--- src/rtl/cordic_pkg.sv ---
// ---------------------------------------------------------------------------
// cordic_pkg
// Shared definitions for the rotation-mode CORDIC iteration controller:
//   - default widths and iteration count
//   - controller state encoding
//   - arctangent table, entry i = round(atan(2^-i) * 2^24 / 360)
//     (full circle = 2^24 LSB, so entry 0 = 45 deg = 0x200000)
// ---------------------------------------------------------------------------
package cordic_pkg;

  localparam int CORDIC_DATA_W  = 24;
  localparam int CORDIC_ANGLE_W = 24;
  localparam int CORDIC_ITERS   = 16;

  // Native width of the arctangent table below.
  localparam int CORDIC_ATAN_W  = 24;

  typedef enum logic [1:0] {
    ST_IDLE = 2'd0,
    ST_ITER = 2'd1,
    ST_DONE = 2'd2
  } cordic_state_e;

  localparam logic [CORDIC_ATAN_W-1:0] ATAN_LUT [16] = '{
    24'h200000, 24'h12E405, 24'h09FB38, 24'h051112,
    24'h028B0D, 24'h0145D8, 24'h00A2F6, 24'h00517C,
    24'h0028BE, 24'h00145F, 24'h000A30, 24'h000518,
    24'h00028C, 24'h000146, 24'h0000A3, 24'h000051
  };

endpackage

--- src/rtl/cordic_atan_lut.sv ---
// ---------------------------------------------------------------------------
// cordic_atan_lut
// Combinational arctangent lookup: iteration index -> angle increment.
// Ports:
//   idx    in   4        iteration index
//   delta  out  ANGLE_W  atan(2^-idx) in angle units
// The table is stored at 24 bits; other angle widths rescale it so that
// the full circle always maps to 2^ANGLE_W.
// ---------------------------------------------------------------------------
module cordic_atan_lut
  import cordic_pkg::*;
#(
  parameter int ANGLE_W = CORDIC_ANGLE_W
) (
  input  logic [3:0]         idx,
  output logic [ANGLE_W-1:0] delta
);

  if (ANGLE_W >= CORDIC_ATAN_W) begin : g_widen
    assign delta = ANGLE_W'(ATAN_LUT[idx]) << (ANGLE_W - CORDIC_ATAN_W);
  end else begin : g_narrow
    assign delta = ANGLE_W'(ATAN_LUT[idx] >> (CORDIC_ATAN_W - ANGLE_W));
  end

endmodule

--- src/rtl/cordic_iter_ctrl.sv ---
// ---------------------------------------------------------------------------
// cordic_iter_ctrl
// Iteration controller and shift stage for a rotation-mode CORDIC. Holds the
// x/y/angle state, feeds the external combinational ALU each iteration and
// presents the final vector on a valid/ready result port.
// Ports:
//   clk, rst_n                        clock, synchronous active-low reset
//   start_valid/start_ready           start handshake (ready only in IDLE)
//   start_x/start_y/start_target      initial vector and target angle
//   x_init/y_init, x_shift/y_shift    current x/y and x/y >>> iter -> ALU
//   angle/delta_angle/target_angle    accumulated angle, atan step, target
//   select, valid                     iteration index, iterating flag
//   alu_x/alu_y/alu_angle/alu_valid   ALU results (alu_valid=0 stalls)
//   res_valid/res_ready               result handshake
//   res_x/res_y/res_angle             final vector and accumulated angle
// ---------------------------------------------------------------------------
module cordic_iter_ctrl
  import cordic_pkg::*;
#(
  parameter int DATA_W  = CORDIC_DATA_W,
  parameter int ANGLE_W = CORDIC_ANGLE_W,
  parameter int ITERS   = CORDIC_ITERS
) (
  input  logic               clk,
  input  logic               rst_n,
  input  logic               start_valid,
  output logic               start_ready,
  input  logic [DATA_W-1:0]  start_x,
  input  logic [DATA_W-1:0]  start_y,
  input  logic [ANGLE_W-1:0] start_target,
  output logic [DATA_W-1:0]  x_init,
  output logic [DATA_W-1:0]  y_init,
  output logic [DATA_W-1:0]  x_shift,
  output logic [DATA_W-1:0]  y_shift,
  output logic [ANGLE_W-1:0] angle,
  output logic [ANGLE_W-1:0] delta_angle,
  output logic [ANGLE_W-1:0] target_angle,
  output logic [3:0]         select,
  output logic               valid,
  input  logic [DATA_W-1:0]  alu_x,
  input  logic [DATA_W-1:0]  alu_y,
  input  logic [ANGLE_W-1:0] alu_angle,
  input  logic               alu_valid,
  output logic               res_valid,
  input  logic               res_ready,
  output logic [DATA_W-1:0]  res_x,
  output logic [DATA_W-1:0]  res_y,
  output logic [ANGLE_W-1:0] res_angle
);

  localparam logic [3:0] ITER_LAST = 4'(ITERS - 1);

  cordic_state_e             state_q, state_d;
  logic signed [DATA_W-1:0]  x_q, x_d;
  logic signed [DATA_W-1:0]  y_q, y_d;
  logic [ANGLE_W-1:0]        angle_q, angle_d;
  logic [ANGLE_W-1:0]        target_q, target_d;
  logic [3:0]                iter_q, iter_d;
  logic                      valid_q, valid_d;
  logic                      res_valid_q, res_valid_d;
  logic [ANGLE_W-1:0]        lut_delta;

  cordic_atan_lut #(.ANGLE_W(ANGLE_W)) u_atan_lut (
    .idx   (iter_q),
    .delta (lut_delta)
  );

  // Ready is gated by rst_n directly so no start can be accepted while
  // reset is being held, even before the first reset edge.
  assign start_ready  = rst_n && (state_q == ST_IDLE);

  assign x_init       = x_q;
  assign y_init       = y_q;
  assign x_shift      = x_q >>> iter_q;
  assign y_shift      = y_q >>> iter_q;
  assign angle        = angle_q;
  assign target_angle = target_q;
  assign select       = (state_q == ST_ITER) ? iter_q : 4'd0;
  assign delta_angle  = (state_q == ST_ITER) ? lut_delta : '0;
  assign valid        = valid_q;
  assign res_valid    = res_valid_q;
  assign res_x        = x_q;
  assign res_y        = y_q;
  assign res_angle    = angle_q;

  always_comb begin
    state_d     = state_q;
    x_d         = x_q;
    y_d         = y_q;
    angle_d     = angle_q;
    target_d    = target_q;
    iter_d      = iter_q;
    valid_d     = valid_q;
    res_valid_d = res_valid_q;
    case (state_q)
      ST_IDLE: begin
        if (start_valid) begin
          state_d  = ST_ITER;
          x_d      = start_x;
          y_d      = start_y;
          angle_d  = '0;
          target_d = start_target;
          iter_d   = 4'd0;
          valid_d  = 1'b1;
        end
      end
      ST_ITER: begin
        // A missing ALU result freezes everything, including the index.
        if (alu_valid) begin
          x_d     = alu_x;
          y_d     = alu_y;
          angle_d = alu_angle;
          if (iter_q == ITER_LAST) begin
            state_d     = ST_DONE;
            valid_d     = 1'b0;
            res_valid_d = 1'b1;
          end else begin
            iter_d = iter_q + 4'd1;
          end
        end
      end
      ST_DONE: begin
        if (res_ready) begin
          state_d     = ST_IDLE;
          res_valid_d = 1'b0;
        end
      end
      default: begin
        state_d     = ST_IDLE;
        valid_d     = 1'b0;
        res_valid_d = 1'b0;
      end
    endcase
  end

  always_ff @(posedge clk) begin
    if (!rst_n) begin
      state_q     <= ST_IDLE;
      x_q         <= '0;
      y_q         <= '0;
      angle_q     <= '0;
      target_q    <= '0;
      iter_q      <= '0;
      valid_q     <= 1'b0;
      res_valid_q <= 1'b0;
    end else begin
      state_q     <= state_d;
      x_q         <= x_d;
      y_q         <= y_d;
      angle_q     <= angle_d;
      target_q    <= target_d;
      iter_q      <= iter_d;
      valid_q     <= valid_d;
      res_valid_q <= res_valid_d;
    end
  end

endmodule
--- config.mk ---
export PLATFORM = sky130hd
export DESIGN_NAME = cordic_iter_ctrl
export DESIGN_NICKNAME = d
export VERILOG_FILES = /design/src/rtl/cordic_pkg.sv /design/src/rtl/cordic_atan_lut.sv /design/src/rtl/cordic_iter_ctrl.sv
export SDC_FILE = /design/constraint.sdc
export NUM_CORES = 1
export LEC_CHECK = 0
export ABC_AREA = 1
export CAP_MARGIN = 5
export CELL_PAD_IN_SITES_DETAIL_PLACEMENT = 1
export CELL_PAD_IN_SITES_GLOBAL_PLACEMENT = 1
export CORE_MARGIN = 3
export CORE_UTILIZATION = 28
export DETAILED_ROUTE_END_ITERATION = 16
export PLACE_DENSITY = 0.92
export SYNTH_ARGS = -nofsm -noshare
export SYNTH_HDL_FRONTEND = slang
export SYNTH_SLANG_ARGS = --single-unit
--- constraint.sdc ---
create_clock -name clk -period 4.1 [get_ports clk]
set_input_delay 0.615 -clock clk [delete_from_list [all_inputs] [get_ports clk]]
set_output_delay 0.615 -clock clk [all_outputs]
set_load 0.1 [all_outputs]
Yosys cells after proc, flatten, opt, wreduce, memory -nomap -nowiden:

Memories as Yosys holds them, arrays and structs flattened.
Index checks and enable logic that the tools add are counted.

* output and inout bits: 247
* memories kept: 1
* register bits after elaboration: 104
* input port bits: 149
* memory bits (read-only): 384
* logic and storage cells: 63

Memory list
* (name not given): depth 16, bits a word 24, read ports 1, clocked after memory_dff 0, wr ports 0, RTL line cordic_atan_lut.sv:20 `assign delta = ANGLE_W'(ATAN_LUT[idx]) << (ANGLE_W - CORDIC_ATAN_W);`

* equality and inequality tests: 8
* shift operators: 2
* reductions and logical operators: 9
* bitwise logic cells: 3
* muxes and demuxes: 30
* $add $sub $neg: 1
* $lt $le $gt $ge: 1

Operators by type and width (number)
* two-way mux 24 bit: 9
* case mux 24 bit (2 select lines): 3
* >>> shifter 24 x 4 -> 24 bit: 2
* two-way mux 4 bit: 4
* AND reduction 4 bit: 4
* two-way mux 2 bit: 4
* != test 2 bit (second input constant): 4
* case mux 4 bit (2 select lines): 1
* two-way mux 1 bit: 6
* case mux 1 bit (3 select lines): 2
* case mux 2 bit (3 select lines): 1
* greater-or-equal comparator 5 bit (second input constant): 1
* inverter 4 -> 5 bit: 1
* adder 4 x 1 -> 4 bit (second input constant): 1
* equality test 4 bit (second input constant): 1
* AND reduction 3 bit: 1
* equality test 2 x 1 -> 1 bit (second input constant): 1
* equality test 2 bit (second input constant): 1
* logical NOT 2 bit: 1
* != test 2 x 1 -> 1 bit (second input constant): 1
* inverter 1 bit: 2
* AND reduction 2 bit: 1
* nonzero test 2 bit: 1
* logical AND 1 bit: 1

Depth between registers and ports, before layout:

Gate-level depths: netlist of run 1.

* depth after elaboration: 5
* mapped depth: 11

By module:

A second synthesis of run 1 with hierarchy kept.

* cells, all modules: 1370
* area total of the unflattened synthesis: 7722.4 um^2

Modules (own cells, without submodules)
* cordic_iter_ctrl: cells an instance 1262, instances 1, area an instance 7193.1 um^2
* cordic_atan_lut: cells an instance 108, instances 1, area an instance 529.3 um^2

Worst setup path before layout of run 1:

Ideal clock, no wire load.

* path type: flip-flop to output port
* from: reg iter_q[1]
* to: out delta_angle[12]
* slack: 41 ps
* cell stages (with the launch flop): 9
* data arrival time: 3444 ps
* required time: 3485 ps
* cell sequence: dfxtp_1 > buf_2 > inv_2 > buf_2 > ha_1 > nand2_1 > nand2_1 > nand2_1 > a221oi_1

* cells in the longest elaborated chain, start to end: 5

Ends and longest elaborated chain
* start: declaration: RTL line cordic_iter_ctrl.sv:58 `logic [3:0] iter_q, iter_d;`
* start signal: assignment: RTL line cordic_iter_ctrl.sv:152 `iter_q <= iter_d;`
* inverter 4 -> 5 bit (implied by the code): RTL line cordic_atan_lut.sv:20
* memory (16 x 24 bit)
* two-way mux 24 bit (implied by the code) (2 in a row): RTL line cordic_atan_lut.sv:20
* two-way mux 24 bit: RTL line cordic_iter_ctrl.sv:79 `assign delta_angle = (state_q == ST_ITER) ? lut_delta : '0;`
* end: declaration: RTL line cordic_iter_ctrl.sv:36 `output logic [ANGLE_W-1:0] delta_angle,`

No other way between the ends. The select of a mux whose other input is x is not followed.

Final worst setup path of run 1:

Same ends and word-level chain as after synthesis.

==> results of run 1 <==
[worst max-delay path: cells and delay by family, from the launching register on]
kind	cells	cell delay, ps
AND/OR/NAND/NOR	3	370
buffers and inverters	2	910
AO/OA/AOI/OAI	1	440
flip-flops	1	460
adder cells (fa/ha/maj)	1	320
[cell usage after synthesis (2+ instances only)]
cell	n	area share [%]
a211oi_1	4	0.40
a21oi_1	34	2.2
buf_1	8	0.40
buf_2	43	2.8
buf_4	81	8.0
buf_6	4	0.59
clkbuf_1	24	1.2
dfxtp_1	104	27
ha_1	9	1.5
inv_1	45	2.2
inv_2	6	0.30
nand2_1	486	24
nand2_2	3	0.25
nand3_1	186	12
nor2_1	172	8.5
nor2_2	5	0.41
nor3_1	5	0.33
o21ai_0	77	5.1
o21ai_1	9	0.59
o22ai_1	2	0.17
or2_2	3	0.25
[worst paths after layout]
| check | startpoint | endpoint | slack, ps |
|---|---|---|---|
| setup / recovery | iter_q[1]$_SDFFE_PN0P_ | delta_angle[12] | 600 |
| hold / removal | res_valid$_SDFFE_PN0P_ | res_valid$_SDFFE_PN0P_ | 460 |
| setup reg to reg | state_q[0]$_SDFFE_PN0P_ | iter_q[1]$_SDFFE_PN0P_ | 1540 |
| hold reg to reg | res_valid$_SDFFE_PN0P_ | res_valid$_SDFFE_PN0P_ | 460 |
[registers in the layout, indices dropped and copies added (netlist names)]
| register | flops |
|---|---|
| angle | 24 |
| res_x | 24 |
| res_y | 24 |
| target_angle | 24 |
| iter_q | 4 |
| state_q | 2 |
| res_valid | 1 |
| valid | 1 |
[cells by family (layout without fill, tap and decap cells)]
logic type	Yosys count	count (layout)
AO/OA/AOI/OAI	130	130
adder cells (fa/ha/maj)	9	9
buffers and inverters	213	476
flip-flops	104	104
other	1	3
AND/OR/NAND/NOR	862	862
[final cells by class]
type	count	area, sq um	area share (%)
clock buffer	9	225	1.90
clock inverter	7	96.3	0.815
sequential	104	2080	17.6
inverter	53	201	1.70
tap	335	419	3.54
antenna	1	2.50	0.0212
multi-input combinational	1003	4310	36.4
timing repair buffer	407	4490	38.0
[metal layers]
| metal | vias to the layer above | part of all wire, % |
|---|---|---|
| met5 | - | 0.090 |
| met3 | 66 | 6.7 |
| met2 | 343 | 51 |
| met4 | 4 | 3.2 |
| li1 | 4633 | - |
| met1 | 4666 | 39 |
[stage by stage]
stage	area, sq um	utilization (%)
2_1_floorplan	7580	-
6_report	11800	44.9
3_5_place_dp	11500	43.7
4_1_cts	11800	44.9
5_1_grt	11800	44.9
3_3_place_gp	11500	43.7
==> results.json, run 1 <==
{
  "cts_tree": "built",
  "drt_wl_total_mm": 35.7,
  "cts.sinks": 104,
  "drv_cap": 0,
  "ant_nets": 0,
  "n_fill_cell": 3374,
  "grt_use_met3_pct": 6.50,
  "grt_pass1_wl_mm": 54.8,
  "post_cts_buffers": 0,
  "clk_pin_slew_ps": 90,
  "critPathSlowestCell": "inv_2",
  "core_sq_um": 26400,
  "cts_buffer_depth": 2,
  "avgViaCountPerCell": 5.06,
  "cp.required_ps": 3480,
  "clock_latency_ps": 360,
  "start_util_pct": 28.7,
  "synth_mux_area_share_pct": 0,
  "dpl_worst_slack_ps": 1050,
  "setup_violations": 0,
  "syn_inst": 1319,
  "die_h_microns": 170,
  "postCtsHoldBufs": 0,
  "yosys.area_share.simple_pct": 46.3,
  "max_stage_delay_ps": 670,
  "synth_warnings": 0,
  "layout-drive-gt1-share_pct": 7.83,
  "synth.distinct_cells": 30,
  "grtUsageMet1_pct": 26.4,
  "synth_area_sq_um": 7570,
  "layout_min_cycle_time_ps": 3500,
  "ys_ff_latch": 104,
  "crit_path_end_kind": "output port",
  "numCtsBuffers": 9,
  "cts_root_buf": "clkbuf_16",
  "worstMarginPinSlew_ps": 1030,
  "grtUsageMet2_pct": 43.4,
  "post-route-period-util_pct": 85.4,
  "worstRegToRegCells": 10,
  "place.gp.congestion": 0.879,
  "gr-total-overflow": 0,
  "rows": 59,
  "max_slew_margin_pct": 31.0,
  "crit_top_cell": "nand2_1",
  "hp-class": "flip-flop to flip-flop",
  "crit_fanout": 46,
  "antenna_found_initial": 3,
  "cts_resized": 0,
  "nets": 1736,
  "die_area_sq_um": 29100,
  "grt_pass1_vias": 10200,
  "globalRouteTotalUtil_pct": 23.7,
  "place.port_buffers": 393,
  "syn-mean-instance-area_sq_um": 5.74,
  "vias": 9712,
  "cts.htree.levels": 3,
  "die_w_microns": 170,
  "fmax_mhz": 285,
  "worst_setup_path_start_kind": "flip-flop",
  "syn_to_final_growth_pct": 56.2,
  "setup_slack_ps": 597,
  "drt_iter0_markers": 529,
  "async_reset_ff_share_pct": 0,
  "synth_seq_area_share_pct": 27.5,
  "synth_enable_flop_cells": 0,
  "drt_pre_antenna_iters": 5,
  "setup_tns_ps": 0,
  "path_cells": "inv_2 > ha_1 > nand2_1 > nand2_1 > nand2_1 > a221oi_1 > buf_12",
  "grt_setup_unrepaired": "false",
  "yosys.area_share.adder_pct": 1.49,
  "grt_max_degree": 75,
  "hpwlAfterDp_mm": 27.4,
  "slew_viol_final": 0,
  "synth_ff_type": "dfxtp_1",
  "final_cells": 1919,
  "whs_ps": 463,
  "synth_top_family_by_area": "simple AND/OR/NAND/NOR gates",
  "status": "completed",
  "hold_violations": 0,
  "io_pins": 396,
  "hold-path-cell-count": 2,
  "critPathArrivalTime_ps": 2890,
  "final_cell_mix": "486 x nand2_1, 319 x clkdlybuf4s50_1, 186 x nand3_1, 172 x nor2_1, 102 x dfxtp_1",
  "skew_ps": 11.9,
  "layout_commonest_cell": "nand2_1",
  "place_inst": 1902,
  "routedWlPerCell_microns": 18.6,
  "drc_errors": 0,
  "path_class": "flip-flop to output port",
  "synth-xor-area-share_pct": 0,
  "synth_compound_area_share_pct": 8.91,
  "top_usage_layer": "met2"
}
Power of run 1 is not shown: default switching activity piles up to over one toggle a cycle in this logic, so the estimate is an artifact.
==> run 2: changes to the inputs <==
--- a/config.mk
+++ b/config.mk
@@ -5,14 +5,15 @@
 export SDC_FILE = /design/constraint.sdc
 export NUM_CORES = 1
 export LEC_CHECK = 0
-export ABC_AREA = 1
+export ABC_AREA = 0
 export CAP_MARGIN = 5
 export CELL_PAD_IN_SITES_DETAIL_PLACEMENT = 1
 export CELL_PAD_IN_SITES_GLOBAL_PLACEMENT = 1
 export CORE_MARGIN = 3
-export CORE_UTILIZATION = 28
+export CORE_UTILIZATION = 31
 export DETAILED_ROUTE_END_ITERATION = 16
-export PLACE_DENSITY = 0.92
+export PLACE_DENSITY = 0.93
+export REMOVE_ABC_BUFFERS = 1
 export SYNTH_ARGS = -nofsm -noshare
 export SYNTH_HDL_FRONTEND = slang
 export SYNTH_SLANG_ARGS = --single-unit
==> results.json, run 2 <==
{
  "routedWlPerCell_microns": 22.6,
  "worst_setup_path_start_kind": "flip-flop",
  "synth.distinct_cells": 49,
  "die_w_microns": 162,
  "place.port_buffers": 393,
  "syn_to_final_growth_pct": 51.3,
  "crit_fanout": 21,
  "grt_pass1_vias": 8424,
  "async_reset_ff_share_pct": 0,
  "synth_top_cells_by_area": "dfxtp_1 27%, mux4_2 11%, nand2_1 10%",
  "layout-drive-gt1-share_pct": 14.7,
  "synth_seq_area_share_pct": 27.4,
  "slew_viol_final": 0,
  "synth_warnings": 0,
  "place.gp.congestion": 0.846,
  "antenna_found_initial": 0,
  "clk_pin_slew_ps": 90,
  "synth_top_area_share_pct": 27.4,
  "synth_ff_type": "dfxtp_1",
  "start_util_pct": 31.9,
  "grt_max_degree": 104,
  "synth_commonest_cells": "202 x nand2_1, 104 x dfxtp_1, 78 x buf_4",
  "drc_errors": 0,
  "layout_commonest_cell": "clkdlybuf4s50_1",
  "grtUsageMet1_pct": 27.9,
  "synth_enable_flop_cells": 0,
  "final_util_pct": 48.3,
  "worstMarginPinSlew_ps": 1210,
  "grt_use_met3_pct": 5.90,
  "skew_ps": 7.00,
  "path_class": "flip-flop to output port",
  "nets": 1323,
  "status": "completed",
  "grtUsageMet2_pct": 45.9,
  "vias": 8027,
  "gr-total-overflow": 0,
  "grt_setup_unrepaired": "false",
  "synth_area_sq_um": 7590,
  "die_area_sq_um": 26400,
  "cts.htree.levels": 3,
  "clock_latency_ps": 350,
  "critPathArrivalTime_ps": 3010,
  "diodes": 0,
  "fmax_mhz": 276,
  "grt_pass1_wl_mm": 50.2,
  "post_cts_buffers": 0,
  "synth.most_common_cell": "nand2_1",
  "syn_inst": 906,
  "io_pins": 396,
  "vdd_drop_max_uv": 285,
  "core_sq_um": 23800,
  "crit_path_end_kind": "output port",
  "cts_resized": 0,
  "setup_violations": 0,
  "hpwlAfterDp_mm": 25.4,
  "drt_wl_total_mm": 33.6,
  "hold_violations": 0,
  "ant_nets": 0,
  "cts_tree": "built",
  "drt_iter0_markers": 421,
  "layout_min_cycle_time_ps": 3630,
  "final_cells": 1489,
  "avgViaCountPerCell": 5.39,
  "place_inst": 1473,
  "drv_cap": 0,
  "post-route-period-util_pct": 88.5,
  "cts_buffer_depth": 2,
  "die_h_microns": 162,
  "setup_tns_ps": 0,
  "numCtsBuffers": 9,
  "cts_root_buf": "clkbuf_16",
  "cts.sinks": 104,
  "p_per_area_nw_per_um2": 414,
  "final_cell_mix": "318 x clkdlybuf4s50_1, 202 x nand2_1, 100 x dfxtp_1, 66 x buf_4, 50 x nand3_1",
  "top_usage_layer": "met2",
  "p_leak_nw": 4.77,
  "syn-mean-instance-area_sq_um": 8.38,
  "cp.required_ps": 3480,
  "p_total_mw": 4.76,
  "globalRouteTotalUtil_pct": 24.4,
  "max_slew_margin_pct": 19.2,
  "ys_ff_latch": 104,
  "hp-class": "flip-flop to flip-flop",
  "drt_pre_antenna_iters": 4,
  "postCtsHoldBufs": 0,
  "synth_top_cell_by_area": "dfxtp_1",
  "rows": 56
}
-- run 2: changes by cell type in the layout (fill, tap and decap cells not counted), sizes merged, moves of 13 or more --
| cell | previous run | this run |
|---|---|---|
| mux4 | 0 | 39 |
| mux2 | 0 | 31 |
| nand3 | 186 | 50 |
| inv | 56 | 10 |
| nand2b | 0 | 13 |
| nor2b | 0 | 29 |
| nand2 | 489 | 202 |
| mux2i | 0 | 13 |
| o211a | 0 | 48 |
| a21boi | 0 | 27 |
| nor2 | 177 | 35 |
| a22oi | 1 | 36 |
| o21ai | 86 | 11 |
-- run 2: where the power goes --
group | switching [mW] | leakage [nW] | internal (mW) | total, mW
Clock | 0.472 | 0.157 | 0.494 | 0.967
Combinational | 1.87 | 3.76 | 0.685 | 2.56
Sequential | 0.150 | 0.859 | 1.08 | 1.23
Total | 2.50 | 4.77 | 2.26 | 4.76
-- run 2: cell families after synthesis --
| group | count (synthesis) | synth area share [%] |
|---|---|---|
| adder cells (fa/ha/maj) | 9 | 1.48 |
| flip-flops | 104 | 27.4 |
| other | 1 | 0.0494 |
| AO/OA/AOI/OAI | 200 | 20.2 |
| buffers and inverters | 165 | 13.1 |
| multiplexers | 83 | 18.0 |
| AND/OR/NAND/NOR | 344 | 19.7 |
-- run 2: cell type report --
type	count	area, sq um
Multi-Input combinational cell	638	4540
Sequential cell	104	2090
Tap cell	319	399
Inverter	7	26.3
Timing Repair Buffer	405	4100
Fill cell	2743	12300
Clock buffer	9	225
Clock inverter	7	95.1
-- run 2: worst max-delay path, cell delays in order, from the launching register on --
cell and delay [ps]:
dfxtp_2 630, inv_1 220, buf_4 250, nor2_1 910, a22oi_1 250, nand2_1 190
buf_12 190
-- run 2: path summary, 6_finish.rpt --
| kind | end | cells past startpoint | start | slack (ps) |
|---|---|---|---|---|
| worst max-delay path | x_shift[0] | 6 | iter_q[0]$_SDFFE_PN0P_ | 470 |
| worst min-delay path | target_angle[12]$_SDFFE_PN0P_ | 2 | target_angle[12]$_SDFFE_PN0P_ | 460 |
| worst max register to register | state_q[1]$_SDFFE_PN0P_ | 4 | state_q[0]$_SDFFE_PN0P_ | 1640 |
| worst min register to register | target_angle[12]$_SDFFE_PN0P_ | 2 | target_angle[12]$_SDFFE_PN0P_ | 460 |
-- run 2: stage by stage --
stage | setup WS [ps] | hold slack, ps | area (sq um)
after floorplan | -1920 | 529 | 6630
after global placement | 1060 | 441 | 11200
after detailed placement | 862 | 442 | 11200
after CTS | 468 | 460 | 11500
after global routing | 235 | 486 | 11500
final | 471 | 455 | 11500
-- run 2: metal layers --
metal / part of all wire [%] / wire length (microns) / up-vias
li1: - / - / 3664
met1: 39 / 13100 / 3983
met2: 52 / 17600 / 351
met3: 7.4 / 2490 / 29
met4: 1.3 / 448 / 0
met5: 0 / 0 / -
No activity file was read; power rests on OpenSTA's default activity.
